## config.mk

```make
export PLATFORM = sky130hd
export DESIGN_NAME = rominit_loader
export DESIGN_NICKNAME = d
export VERILOG_FILES = /design/src/rtl/scv_pkg.sv /design/src/rtl/ioctl_skid.sv /design/src/rtl/rominit_loader.sv
export SDC_FILE = /design/constraint.sdc
export NUM_CORES = 1
export LEC_CHECK = 0
export BUFFER_PORTS_ARGS = -buffer_cell sky130_fd_sc_hd__clkbuf_2
export CAP_MARGIN = 30
export CORE_ASPECT_RATIO = 0.7
export CORE_MARGIN = 8
export CORE_UTILIZATION = 45
export CTS_CLUSTER_SIZE = 14
export DETAILED_ROUTE_END_ITERATION = 16
export PLACE_DENSITY = 0.66
export SYNTH_ARGS = -nofsm -noshare
export SYNTH_HDL_FRONTEND = slang
export SYNTH_SLANG_ARGS = --single-unit
```

## constraint.sdc

```tcl
create_clock -name CLK -period 8.8 [get_ports CLK]
set_clock_uncertainty 0.2 [all_clocks]
set_input_delay 0.44 -clock CLK [delete_from_list [all_inputs] [get_ports CLK]]
set_output_delay 0.44 -clock CLK [all_outputs]
set_load 0.02 [all_outputs]
```

## src/rtl/scv_pkg.sv

```systemverilog
// Shared constants and types for the Super Cassette Vision core and its ROM loader.
package scv_pkg;

    localparam logic [7:0] IDX_BIOS_DEF = 8'h00;
    localparam logic [7:0] IDX_CART_DEF = 8'h01;

    localparam logic [24:0] BOOT_BASE = 25'h000_0000;
    localparam logic [24:0] BOOT_SIZE = 25'h000_1000;
    localparam logic [24:0] CHR_BASE  = 25'h000_1000;
    localparam logic [24:0] CHR_SIZE  = 25'h000_0400;
    localparam logic [24:0] CART_MAX  = 25'h002_0000;

    typedef enum logic [1:0] {IDLE, LO, HI} rominit_st_t;
    typedef enum logic [1:0] {RUN, LOAD, HOLD} rst_st_t;

    typedef struct packed {
        logic        boot;
        logic        chr;
        logic        cart;
        logic [24:0] addr;
    } region_t;

endpackage

```

## src/rtl/ioctl_skid.sv

```systemverilog
// One-word holding buffer for ioctl writes that arrive while the byte emitter is busy.
module ioctl_skid (
    input  logic        CLK,
    input  logic        RST,
    input  logic        push,
    input  logic        pop,
    input  logic [24:0] wr_addr,
    input  logic [15:0] wr_data,
    input  logic [7:0]  wr_idx,
    output logic [24:0] addr,
    output logic [15:0] data,
    output logic [7:0]  idx,
    output logic        full,
    output logic        ovf
);

    always_ff @(posedge CLK) begin
        if (RST) begin
            full <= 1'b0;
            ovf  <= 1'b0;
        end else begin
            // A push into a full buffer is a host violation: the word is lost.
            if (push && full)
                ovf <= 1'b1;
            if (push && !full)
                full <= 1'b1;
            else if (pop)
                full <= 1'b0;
        end
    end

    always_ff @(posedge CLK) begin
        if (push && !full) begin
            addr <= wr_addr;
            data <= wr_data;
            idx  <= wr_idx;
        end
    end

endmodule

```

## src/rtl/rominit_loader.sv

```systemverilog
// Splits the 16-bit ioctl download into ROMINIT byte writes, tracks cart size and
// holds the console in reset during and shortly after a download.
module rominit_loader
    import scv_pkg::*;
#(
    parameter int         HOLD_CYCLES = 64,
    parameter logic [7:0] IDX_BIOS    = IDX_BIOS_DEF,
    parameter logic [7:0] IDX_CART    = IDX_CART_DEF
) (
    input  logic        CLK,
    input  logic        RST,
    input  logic        IOCTL_DOWNLOAD,
    input  logic [7:0]  IOCTL_INDEX,
    input  logic        IOCTL_WR,
    input  logic [24:0] IOCTL_ADDR,
    input  logic [15:0] IOCTL_DOUT,
    output logic        IOCTL_WAIT,
    output logic        ROMINIT_SEL_BOOT,
    output logic        ROMINIT_SEL_CHR,
    output logic        ROMINIT_SEL_CART,
    output logic [24:0] ROMINIT_ADDR,
    output logic [7:0]  ROMINIT_DATA,
    output logic        ROMINIT_VALID,
    output logic        SCV_RESB,
    output logic [17:0] CART_SIZE
);

    localparam int CNT_W = (HOLD_CYCLES > 1) ? $clog2(HOLD_CYCLES) : 1;
    localparam logic [CNT_W-1:0] HOLD_LOAD = CNT_W'(HOLD_CYCLES - 1);

    rominit_st_t st, st_n;
    rst_st_t     rs, rs_n;
    logic [CNT_W-1:0] hold_cnt;

    logic [24:0] cur_addr;
    logic [7:0]  cur_hi;
    logic [7:0]  cur_idx;

    logic [24:0] sk_addr;
    logic [15:0] sk_data;
    logic [7:0]  sk_idx;
    logic        sk_full, sk_push, sk_pop, full_n;
    logic        skid_ovf_unused;

    logic [24:0] w_addr;
    logic [15:0] w_data;
    logic [7:0]  w_idx;
    logic        take_skid, take_in;

    logic [24:0] byte_addr_p0;
    logic [7:0]  byte_data_p0;
    logic [7:0]  byte_idx_p0;
    logic        vld_p0, hit_p0;
    region_t     reg_p0;
    logic [17:0] cart_cand_p0;

    logic        dl_q;

    function automatic region_t decode(input logic [7:0] idx, input logic [24:0] b);
        region_t r;
        r = '0;
        if (idx == IDX_BIOS && b < BOOT_BASE + BOOT_SIZE) begin
            r.boot = 1'b1;
            r.addr = b - BOOT_BASE;
        end else if (idx == IDX_BIOS && b >= CHR_BASE && b < CHR_BASE + CHR_SIZE) begin
            r.chr  = 1'b1;
            r.addr = b - CHR_BASE;
        end else if (idx == IDX_CART && b < CART_MAX) begin
            r.cart = 1'b1;
            r.addr = b;
        end
        return r;
    endfunction

    ioctl_skid u_skid (
        .CLK     (CLK),
        .RST     (RST),
        .push    (sk_push),
        .pop     (sk_pop),
        .wr_addr (IOCTL_ADDR),
        .wr_data (IOCTL_DOUT),
        .wr_idx  (IOCTL_INDEX),
        .addr    (sk_addr),
        .data    (sk_data),
        .idx     (sk_idx),
        .full    (sk_full),
        .ovf     (skid_ovf_unused)
    );

    assign w_addr = sk_full ? sk_addr : IOCTL_ADDR;
    assign w_data = sk_full ? sk_data : IOCTL_DOUT;
    assign w_idx  = sk_full ? sk_idx  : IOCTL_INDEX;

    assign sk_push = IOCTL_WR && !take_in;
    assign sk_pop  = take_skid;
    assign full_n  = (sk_push && !sk_full) || (sk_full && !sk_pop);

    // Stage p0: choose the byte for the next cycle; outputs register it below.
    always_comb begin
        st_n         = st;
        take_skid    = 1'b0;
        take_in      = 1'b0;
        byte_addr_p0 = '0;
        byte_data_p0 = '0;
        byte_idx_p0  = '0;
        vld_p0       = 1'b0;
        case (st)
            IDLE, HI: begin
                if (sk_full) begin
                    take_skid = 1'b1;
                    st_n      = LO;
                end else if (IOCTL_WR) begin
                    take_in = 1'b1;
                    st_n    = LO;
                end else begin
                    st_n = IDLE;
                end
            end
            LO:      st_n = HI;
            default: st_n = IDLE;
        endcase
        if (st_n == LO) begin
            byte_addr_p0 = w_addr;
            byte_data_p0 = w_data[7:0];
            byte_idx_p0  = w_idx;
            vld_p0       = 1'b1;
        end else if (st_n == HI) begin
            byte_addr_p0 = cur_addr + 25'd1;
            byte_data_p0 = cur_hi;
            byte_idx_p0  = cur_idx;
            vld_p0       = 1'b1;
        end
    end

    assign reg_p0       = decode(byte_idx_p0, byte_addr_p0);
    assign hit_p0       = vld_p0 && (reg_p0.boot || reg_p0.chr || reg_p0.cart);
    assign cart_cand_p0 = byte_addr_p0[17:0] + 18'd1;

    always_ff @(posedge CLK) begin
        if (take_skid || take_in) begin
            cur_addr <= w_addr;
            cur_hi   <= w_data[15:8];
            cur_idx  <= w_idx;
        end
    end

    // Stage p1: registered ROMINIT outputs, backpressure and cart size.
    always_ff @(posedge CLK) begin
        if (RST) begin
            st               <= IDLE;
            IOCTL_WAIT       <= 1'b0;
            ROMINIT_VALID    <= 1'b0;
            ROMINIT_SEL_BOOT <= 1'b0;
            ROMINIT_SEL_CHR  <= 1'b0;
            ROMINIT_SEL_CART <= 1'b0;
            ROMINIT_ADDR     <= '0;
            ROMINIT_DATA     <= '0;
            CART_SIZE        <= '0;
            dl_q             <= 1'b0;
        end else begin
            st               <= st_n;
            IOCTL_WAIT       <= (st_n != IDLE) || full_n;
            ROMINIT_VALID    <= hit_p0;
            ROMINIT_SEL_BOOT <= hit_p0 && reg_p0.boot;
            ROMINIT_SEL_CHR  <= hit_p0 && reg_p0.chr;
            ROMINIT_SEL_CART <= hit_p0 && reg_p0.cart;
            if (hit_p0) begin
                ROMINIT_ADDR <= reg_p0.addr;
                ROMINIT_DATA <= byte_data_p0;
            end
            dl_q <= IOCTL_DOWNLOAD;
            if (IOCTL_DOWNLOAD && !dl_q && IOCTL_INDEX == IDX_CART)
                CART_SIZE <= '0;
            else if (hit_p0 && reg_p0.cart && cart_cand_p0 > CART_SIZE)
                CART_SIZE <= cart_cand_p0;
        end
    end

    // The drain check looks at next-cycle emitter state so the hold starts
    // on the edge that retires the final byte.
    always_comb begin
        rs_n = rs;
        case (rs)
            RUN:  if (IOCTL_DOWNLOAD) rs_n = LOAD;
            LOAD: if (!IOCTL_DOWNLOAD && st_n == IDLE && !full_n) rs_n = HOLD;
            HOLD: begin
                if (IOCTL_DOWNLOAD)
                    rs_n = LOAD;
                else if (hold_cnt == '0)
                    rs_n = RUN;
            end
            default: rs_n = HOLD;
        endcase
    end

    always_ff @(posedge CLK) begin
        if (RST) begin
            rs       <= HOLD;
            hold_cnt <= HOLD_LOAD;
            SCV_RESB <= 1'b0;
        end else begin
            rs <= rs_n;
            if (rs == LOAD && rs_n == HOLD)
                hold_cnt <= HOLD_LOAD;
            else if (rs == HOLD && hold_cnt != '0)
                hold_cnt <= hold_cnt - CNT_W'(1);
            SCV_RESB <= (rs_n == RUN);
        end
    end

endmodule

```

==> reports/summary.txt <==
Status -> finished, final reports clean
Total gr overflow -> 0
Nature of the critical path endpoint -> register
Final ANT Viol Nets -> 0
Slew @ Worst Pin -> 0.931 ns
Final wirelength -> 20700 µm
DRC errors left -> 0
Sink Count -> 159
Worst-path cell chain -> o21bai_2 -> clkinv_1 -> a211oi_1 -> nor4_1 -> nand4_1 -> nor2_1 -> xnor2_1 -> ha_1 -> o21a_1 -> o21a_1 -> o21ai_0 -> a32oi_1 -> o211ai_1 -> a211oi_4 -> buf_16 -> mux2i_1 -> nor2_1
Synthesis-to-layout area growth -> 20.7%
Diode count -> 0
Post-synth ARST share -> 0
FF+latch count, synth -> 159
# rows -> 40
Vias -> 6255
Vias in the first global route -> 6296
Gate Count Post-Synth -> 724
Post-layout util -> 0.554
DR WL/cell -> 18.9 µm
Minimum clock period -> 5.80 ns
Most frequent cells in the layout -> clkbuf_2 (109), edfxtp_1 (90), nor2_1 (69)
Layout cells sized above 1 -> 0.229
GRT Util Overall -> 0.189
Post-Place Cells -> 1038
Root buffer cell -> clkbuf_16
CP required -> 8.89 ns
Largest net degree at the start of global routing -> 75
Netlist Area Pre-Place -> 0.00788 mm²
Routability cong. -> 0.891
Sequential fraction of design power -> 0.468
Die X -> 174 µm
Sw frac -> 0.277
Yosys cell types -> 74
LEAKAGE -> 3.60 nW
Clock slew at reported path FFs -> 0.07 ns
Setup TNS -> 0 ns
CTS max path bufs -> 2
Post-route insts no fill -> 1095
Internal Pwr Total -> 1.30 mW
Max Freq -> 172 MHz
1st-iter DRT viols -> 497
Global-route wire length before repair -> 33600 µm
Commonest non-fill, non-tap cell in the layout -> clkbuf_2
# IOs -> 110
Mapped Avg Cell Area -> 10.9 µm²
Post-synth EDFFs -> 90
Startpoint Class -> register
RSZ-0062 raised after global routing -> no
Hold WS -> 0.0111 ns
CP Max Fanout -> 24
Sequential share of the synthesized area -> 0.519
Period utilisation layout -> 0.659
Die H -> 127 µm
H-tree Lvls -> 4
Peak supply drop -> 124 µV
Clk_lat worst skew -> 0.43 ns
Worst slew margin -> 0.380
Final hold viol count -> 0
Initial Utilization -> 0.459
Cts bufs inserted -> 17
Crit path kind -> reg -> reg
Via density -> 5.71
Critical path's slowest cell -> clkinv_1
CP Data Arrival Time -> 5.89 ns
CTS tree -> yes
Area of the core -> 0.0172 mm²
Post-CTS resize count -> 0
Fin nets -> 927
Clk network pwr share -> 0.407
Max_cap viols -> 0
TritonRoute pass-1 iters -> 5
Syn nets -> 800
Combinational share of power -> 0.125
Post-CTS Hold Fix Bufs -> 25
Antenna violations before repair -> 1
Fin. max-slew vios -> 0
HP Class -> in -> reg
CP peak stage delay -> 0.98 ns
Die ar. -> 0.0221 mm²
Ys Warns -> 0
Input/output buffers -> 109
Dominant synthesized flop cell -> edfxtp_1
Post-CTS setup buffers -> 0
Switching pwr -> 0.499 mW
PD cells -> 189 mW/mm²
Dpl hpwl -> 14900 µm
Final setup fails -> 0
==> metal layers <==
layer | share of wire | vias up | wire length [µm] | global-route usage
li1 | - | 2959 | - | -
met1 | 0.46 | 3028 | 9570 | 0.249
met3 | 0.071 | 32 | 1470 | 0.0587
met4 | 0.019 | 2 | 392 | 0.0727
met2 | 0.45 | 234 | 9220 | 0.288
met5 | 0.00063 | - | 13 | 0
==> power by group through the flow <==
stage / registers (mW) / clock network (mW) / logic (mW)
floorplan: 0.857 / 0 / 0.140
global placement: 0.857 / 0 / 0.205
detailed placement: 0.858 / 0 / 0.215
CTS: 0.842 / 0.746 / 0.225
global route: 0.846 / 0.776 / 0.250
finish: 0.842 / 0.732 / 0.226
==> registers in the layout, indices dropped and copies added (netlist names), 2 cells and up <==
register	flops
ROMINIT_ADDR	25
cur_addr	25
u_skid.addr	25
CART_SIZE	18
u_skid.data	16
ROMINIT_DATA	8
cur_hi	8
cur_idx	8
u_skid.idx	8
hold_cnt	6
rs	2
st	2
==> Yosys cell counts, types with 16 or more instances <==
master,number,area (µm²)
a211oi_1,21,158
nand2_1,42,158
nor3_1,16,80.1
nor2_1,69,259
mux2_2,33,372
dfxtp_1,69,1380
mux2i_1,35,350
inv_1,42,158
o21ai_0,17,85.1
ha_1,23,288
nor4_1,24,150
a21oi_1,23,115
edfxtp_1,90,2700
nand3_1,16,80.1
==> cells by family after synthesis <==
group | after synthesis | synth area share
fa+ha+maj | 23 | 0.0365
xor+xnor | 21 | 0.0234
simple gates | 240 | 0.161
compound gates | 135 | 0.127
flops | 159 | 0.519
mux | 68 | 0.0917
buf+inv | 78 | 0.0410
==> path summary, 6_finish.rpt <==
| kind | endpoint | cells past startpoint | from | slack (ns) |
|---|---|---|---|---|
| setup / recovery | CART_SIZE[5] | 17 | u_skid.full | 3.00 |
| hold / removal | u_skid.addr[24] | 1 | IOCTL_ADDR[24] | 0.01 |
| setup reg to reg | CART_SIZE[5] | 17 | u_skid.full | 3.00 |
| hold reg to reg | ROMINIT_ADDR[18] | 1 | ROMINIT_ADDR[18] | 0.26 |
==> worst max-delay path: cells and delay by family, from the launching register on <==
kind | cells | cell delay, ns
muxes | 1 | 0.21
xor gates and xnor gates | 1 | 0.17
AOI/OAI and AO/OA | 8 | 2.58
adders and majority gates | 1 | 0.32
buffers and inverters | 2 | 1.20
and+or+nand+nor | 4 | 0.63
DFF | 1 | 0.33
==> metrics by stage <==
step | cell area, µm² | setup slack [ns] | power [mW]
after global placement | 8620 | 2.61 | 1.06
after floorplan | 7880 | 3.87 | 0.997
final | 9510 | 3.00 | 1.80
after detailed placement | 8670 | 2.68 | 1.07
after CTS | 9510 | 3.02 | 1.81
after global routing | 9510 | 2.44 | 1.87
==> cell type report <==
type | instances | area, µm²
Fill cell | 1496 | 7660
Clock buffer | 18 | 450
Inverter | 44 | 165
Tap cell | 231 | 289
Sequential cell | 159 | 4090
Clock inverter | 14 | 139
Timing Repair Buffer | 142 | 888
Multi-Input combinational cell | 487 | 3490
No activity file was read; power rests on OpenSTA's default activity.
